`src/rtl/fan_tach_meter.sv`:
```
// Fan tachometer meter: counts synchronised tach rising edges over a fixed gate window.
// Optional tach glitch filter is enabled by defining TACH_DEBOUNCE_EN.
module fan_tach_meter #(
  parameter int GATE_CYCLES     = 10000,
  parameter int COUNT_W         = 16,
  parameter int STALL_CYCLES    = 20000,
  parameter int DEBOUNCE_CYCLES = 4
) (
  input  logic               clk_in,
  input  logic               rst_n,
  input  logic               enable,
  input  logic               tach_in,
  output logic [COUNT_W-1:0] freq_count,
  output logic               freq_valid,
  output logic               overflow,
  output logic               stalled
);

  localparam int GATE_W  = $clog2(GATE_CYCLES);
  localparam int STALL_W = $clog2(STALL_CYCLES);
  localparam logic [GATE_W-1:0]  GATE_LAST  = GATE_W'(GATE_CYCLES - 1);
  localparam logic [STALL_W-1:0] STALL_LAST = STALL_W'(STALL_CYCLES - 1);
  localparam logic [COUNT_W-1:0] COUNT_MAX  = '1;

  if (GATE_CYCLES < 2 || STALL_CYCLES < 2 || DEBOUNCE_CYCLES < 1 || COUNT_W < 1) begin : g_param_check
    $error("fan_tach_meter: parameter out of range");
  end

  typedef enum logic [1:0] {
    IDLE    = 2'd0,
    MEASURE = 2'd1,
    LATCH   = 2'd2
  } state_t;

  state_t state_q, state_d;

  logic sync1_q, sync2_q, sync3_q;
  logic level;
  logic tach_edge;

  logic [GATE_W-1:0]  gate_cnt_q, gate_cnt_d;
  logic [COUNT_W-1:0] pulse_cnt_q, pulse_cnt_d;
  logic               sticky_q, sticky_d;
  logic [STALL_W-1:0] stall_cnt_q, stall_cnt_d;
  logic               stalled_q, stalled_d;
  logic [COUNT_W-1:0] freq_count_q, freq_count_d;
  logic               overflow_q, overflow_d;
  logic               freq_valid_q, freq_valid_d;

  // sync1/sync2 form the metastability synchroniser; sync3 delays the edge-detect level
  always_ff @(posedge clk_in or negedge rst_n) begin
    if (!rst_n) begin
      sync1_q <= 1'b0;
      sync2_q <= 1'b0;
      sync3_q <= 1'b0;
    end else begin
      sync1_q <= tach_in;
      sync2_q <= sync1_q;
      sync3_q <= level;
    end
  end

`ifdef TACH_DEBOUNCE_EN
  localparam int DEB_W = $clog2(DEBOUNCE_CYCLES + 1);
  localparam logic [DEB_W-1:0] DEB_LAST = DEB_W'(DEBOUNCE_CYCLES - 1);

  logic             filt_q, filt_d;
  logic [DEB_W-1:0] deb_cnt_q, deb_cnt_d;

  // Filtered level follows sync2 only after it has disagreed for DEBOUNCE_CYCLES cycles in a row
  always_comb begin
    filt_d    = filt_q;
    deb_cnt_d = '0;
    if (sync2_q != filt_q) begin
      if (deb_cnt_q == DEB_LAST) begin
        filt_d = sync2_q;
      end else begin
        deb_cnt_d = deb_cnt_q + 1'b1;
      end
    end
  end

  always_ff @(posedge clk_in or negedge rst_n) begin
    if (!rst_n) begin
      filt_q    <= 1'b0;
      deb_cnt_q <= '0;
    end else begin
      filt_q    <= filt_d;
      deb_cnt_q <= deb_cnt_d;
    end
  end

  assign level = filt_q;
`else
  assign level = sync2_q;
`endif

  assign tach_edge = level & ~sync3_q;

  always_ff @(posedge clk_in or negedge rst_n) begin
    if (!rst_n) begin
      state_q <= IDLE;
    end else begin
      state_q <= state_d;
    end
  end

  // Dropping enable aborts the window even on its last cycle
  always_comb begin
    state_d = state_q;
    unique case (state_q)
      IDLE:    if (enable) state_d = MEASURE;
      MEASURE: begin
        if (!enable) begin
          state_d = IDLE;
        end else if (gate_cnt_q == GATE_LAST) begin
          state_d = LATCH;
        end
      end
      LATCH:   state_d = enable ? MEASURE : IDLE;
      default: state_d = IDLE;
    endcase
  end

  // Results load on entry to LATCH so freq_count is already new while freq_valid is high
  always_comb begin
    gate_cnt_d   = '0;
    pulse_cnt_d  = '0;
    sticky_d     = 1'b0;
    stall_cnt_d  = '0;
    stalled_d    = 1'b0;
    freq_count_d = freq_count_q;
    overflow_d   = overflow_q;
    freq_valid_d = 1'b0;

    unique case (state_q)
      MEASURE: begin
        gate_cnt_d  = gate_cnt_q + 1'b1;
        pulse_cnt_d = pulse_cnt_q;
        sticky_d    = sticky_q;
        if (tach_edge) begin
          if (pulse_cnt_q == COUNT_MAX) begin
            sticky_d = 1'b1;
          end else begin
            pulse_cnt_d = pulse_cnt_q + 1'b1;
          end
        end
        if (state_d == LATCH) begin
          freq_count_d = pulse_cnt_d;
          overflow_d   = sticky_d;
          freq_valid_d = 1'b1;
        end
      end
      LATCH: begin
        pulse_cnt_d = COUNT_W'(tach_edge);
      end
      default: ;
    endcase

    // An edge always beats the stall threshold in the same cycle
    if (state_q != IDLE) begin
      if (tach_edge) begin
        stall_cnt_d = '0;
        stalled_d   = 1'b0;
      end else begin
        stall_cnt_d = (stall_cnt_q == STALL_LAST) ? stall_cnt_q : stall_cnt_q + 1'b1;
        stalled_d   = stalled_q | (stall_cnt_d == STALL_LAST);
      end
    end
  end

  always_ff @(posedge clk_in or negedge rst_n) begin
    if (!rst_n) begin
      gate_cnt_q   <= '0;
      pulse_cnt_q  <= '0;
      sticky_q     <= 1'b0;
      stall_cnt_q  <= '0;
      stalled_q    <= 1'b0;
      freq_count_q <= '0;
      overflow_q   <= 1'b0;
      freq_valid_q <= 1'b0;
    end else begin
      gate_cnt_q   <= gate_cnt_d;
      pulse_cnt_q  <= pulse_cnt_d;
      sticky_q     <= sticky_d;
      stall_cnt_q  <= stall_cnt_d;
      stalled_q    <= stalled_d;
      freq_count_q <= freq_count_d;
      overflow_q   <= overflow_d;
      freq_valid_q <= freq_valid_d;
    end
  end

  assign freq_count = freq_count_q;
  assign freq_valid = freq_valid_q;
  assign overflow   = overflow_q;
  assign stalled    = stalled_q;

endmodule

```
`config.mk`:
```
export PLATFORM = sky130hd
export DESIGN_NAME = fan_tach_meter
export DESIGN_NICKNAME = d
export VERILOG_FILES = /design/src/rtl/fan_tach_meter.sv
export SDC_FILE = /design/constraint.sdc
export NUM_CORES = 1
export LEC_CHECK = 0
export ABC_AREA = 1
export CORE_MARGIN = 4
export CORE_UTILIZATION = 60
export CTS_CLUSTER_DIAMETER = 60
export DETAILED_ROUTE_END_ITERATION = 7
export PLACE_DENSITY = 0.84
export SLEW_MARGIN = 20
export SYNTH_ARGS = -nofsm -noshare
export SYNTH_HDL_FRONTEND = slang
export SYNTH_SLANG_ARGS = --single-unit
```
`constraint.sdc`:
```
create_clock -name clk_in -period 2.34 [get_ports clk_in]
set_input_delay 0.585 -clock clk_in [delete_from_list [all_inputs] [get_ports clk_in]]
set_output_delay 0.585 -clock clk_in [all_outputs]
set_load 0.005 [all_outputs]
```
==> summary.txt <==
Finish
  – Commonest non-fill, non-tap cells in the layout: 127 x nand2_1, 70 x dfrtp_1, 60 x inv_1
  – Commonest non-fill, non-tap cell in the layout: nand2_1
  – Final net count: just over 500
  – # fillers: 458
  – Post-route insts no fill: around 580
  – P&R area growth vs syn: 15.1%
  – Layout cells sized above 1: 9.15%
  – # diodes: 0
  – Post-route cell area: 4200 sq um

Worst setup path
  – Capture point of the worst reg-to-reg path: gate_cnt_q[12]
  – CP endpoint kind: flip-flop
  – Setup CP Type: flip-flop to flip-flop
  – Slowest CP cell: dfrtp_1
  – Number of cells on the critical path: 11
  – Critical path startpoint: gate_cnt_q[0]
  – Buf+Inv Stages, Crit Path: 3
  – R2R setup slack: 0.44 ns
  – Critical Path End: gate_cnt_q[12]
  – CP arrival: 2.17 ns
  – FF-to-FF path depth: 11
  – Largest delay contributor family on the critical path: simple AND/OR/NAND/NOR gates
  – Largest stage delay on the critical path: just under 0.4 ns
  – Cells along the critical path: ha_1, nand2_1, inv_1, nand2_1, nor2_1, inv_1, nor3_1, nand2_1, inv_1, nand2_1, a21oi_1
  – CP required: approximately 2.6 ns
  – Top cell by count, worst path: nand2_1
  – Maximum fanout along the worst path: 4
  – Worst reg2reg path startpoint: gate_cnt_q[0]
  – CP startpoint kind: flip-flop

GRT
  – Met1 Use GR: 30.5%
  – Largest net degree at the start of global routing: 26
  – Initial antenna violation count: 0
  – First-pass GRT wire length: 13200 um
  – Vias in the first global route: 2965
  – M2 GR Usage: 35.8%
  – Grt ovf: 0
  – Met3 usage in global routing: under 10%
  – Layer with the highest usage: met2
  – Total track usage: between 20% and 30%

Flow run
  – Max Cap Violations: 0

Timing
  – Final Hold Fails: 0
  – Fin. max-slew vios: 0
  – Worst slew margin: 59.1%
  – Period utilization: 81.0%
  – Fmax: ~530 MHz
  – Unrepaired setup endpoints after global routing: false
  – Worst Tran Pin Value: 0.612 ns
  – Min Tclk post-route: 1.90 ns
  – Setup tns final: 0 ns
  – Final worst setup slack: 0.445 ns
  – Clock skew: 0.00432 ns
  – Final setup viols: 0

Synth
  – Synthesized instance count: 465
  – Seq/Total Area, Yosys: 48.0%
  – Largest cells by area after synthesis: dfrtp_1 48%, nand2_1 13%, inv_1 6.2%
  – Top_reg_cell synth: dfrtp_1
  – Synth area leader: dfrtp_1
  – Mapped Area: approximately 3600 sq um
  – Syn. warnings: 0
  – Seq cells post-synth: 70
  – EDFF count, synth: 0
  – Syn Area/Cell: 7.84 sq um
  – Async S/R FF share, synth: 100%
  – Area share of the largest cell type after synthesis: 48.0%
  – Net count after synthesis: 476
  – Netlist cell types: 33

Clocking
  – Clk root buf: clkbuf_8
  – Number of levels in the clock H-tree: 3
  – Clock transition at path regs: 0.08 ns
  – CTS sink cnt: 70
  – Post_cts resized: 0
  – Hold buffers post-CTS: 0
  – Bufs on Longest Clock Path: 2
  – Clk_lat worst skew: 0.34 ns
  – Clock tree from TritonCTS: yes
  – TritonCTS buffer count: 9
  – Post-CTS Setup Bufs: 0

Route
  – WL/cell: 13.1 um
  – Initial DRT Pass Iterations: 4
  – Post-detailed-route DRC marker count: 0
  – Final antenna-violating net count: 0
  – DRT Wirelength: 7600 um
  – DR vias: 3083
  – Initial DRC count: 201
  – Vias per cell: 5.33

Pwr
  – Leakage: 1.97 nW
  – Tot Pwr: ~2.8 mW
  – Maximum vdd drop: about 0.55 mV
  – Power Dens Cells: 663 nW/um^2

Placed design
  – Final HPWL DP: around 5600 um
  – Placed instance area: ~4000 sq um
  – Cell count after placement: between 500 and 600
  – I/O Buffers: 22
  – Pre-CTS WS: between 0.15 and 0.2 ns
  – Gpl congestion: around 0.93

Floorplanning
  – # rows: 28
  – Die height: 86.0 um
  – Boundary pin count: 23
  – Die area: 7390 sq um
  – Die width: 86.0 um
  – Initial Util: 61.6%
  – Core area: approximately 5900 sq um

Min path
  – Worst hold path type: primary input to async pin

Status
  – Run status: finished, final reports clean
metal layers:
layer / vias to the layer above / share of wire [%]
li1: 1557 / -
met1: 1446 / 45
met2: 67 / 48
met3: 13 / 5.3
met4: 0 / 1.6
met5: - / 0
state kept, by name, summed over array words and instances (netlist names):
signal and flops:
freq_valid 1, freq_count 16, sync3_q 1, sticky_q 1, pulse_cnt_q 16, state_q 2
overflow 1, sync1_q 1, stall_cnt_q 15, level 1, gate_cnt_q 14, stalled 1
final cells by class:
| cell class | instances | area (sq um) | area share [%] |
|---|---|---|---|
| sequential | 70 | 1750 | 41.7 |
| multi-input combinational | 327 | 1620 | 38.6 |
| timing repair buffer | 29 | 293 | 6.97 |
| inverter | 61 | 229 | 5.45 |
| clock buffer | 11 | 151 | 3.61 |
| tap | 75 | 93.8 | 2.24 |
| clock inverter | 5 | 57.6 | 1.37 |
power breakdown:
group	switching, mW	internal (mW)	total [mW]
registers	0.0638	1.27	1.34
logic	0.302	0.136	0.437
clock network	0.460	0.548	1.01
cell families (layout without fill, tap and decap cells):
kind of cell             after synthesis  count (layout)  share of synthesized area (%)
buffers and inverters                 68             106                           7.48
XOR/XNOR                              10              10                           2.40
flip-flops                            70              70                           48.0
AND/OR/NAND/NOR                      241             241                           29.2
adder cells (fa/ha/maj)                7               7                           2.40
AO/OA/AOI/OAI                         69              69                           10.5
worst min-delay path by stage:
stage             from         endpoint  cells after the start
2_1_floorplan    rst_n    freq_count[0]                      0
3_3_place_gp   sync1_q            level                      0
3_5_place_dp   sync1_q            level                      0
5_1_grt          rst_n         overflow                      1
4_1_cts          rst_n  stall_cnt_q[11]                      1
6_report         rst_n  stall_cnt_q[11]                      1
per-stage QoR:
| stage | utilization [%] | hold WS [ns] |
|---|---|---|
| after CTS | 70.9 | 0.224 |
| after global routing | 70.9 | 0.247 |
| after floorplan | - | 0.289 |
| after detailed placement | 67.4 | 0.354 |
| final | 70.9 | 0.221 |
| after global placement | 67.4 | 0.344 |
cell usage after synthesis, types with 3 or more instances:
cell type,number
a21oi_1,29
clkbuf_1,3
dfrtp_1,70
ha_1,7
inv_1,60
nand2_1,127
nand3_1,26
nand3_2,3
nand4_1,11
nor2_1,51
nor2_2,5
nor3_1,7
o21ai_0,28
o21ai_1,3
o21ai_2,4
xor2_1,8
worst reg2reg max path: cells and delay by family (launching register included):
| kind | cells | cell delay (ns) |
|---|---|---|
| AOI/OAI and AO/OA | 1 | 0.14 |
| adders and majority gates | 1 | 0.19 |
| buffers and inverters | 3 | 0.24 |
| DFF | 1 | 0.39 |
| and+or+nand+nor | 6 | 0.88 |
No activity file was read; power rests on OpenSTA's default activity.
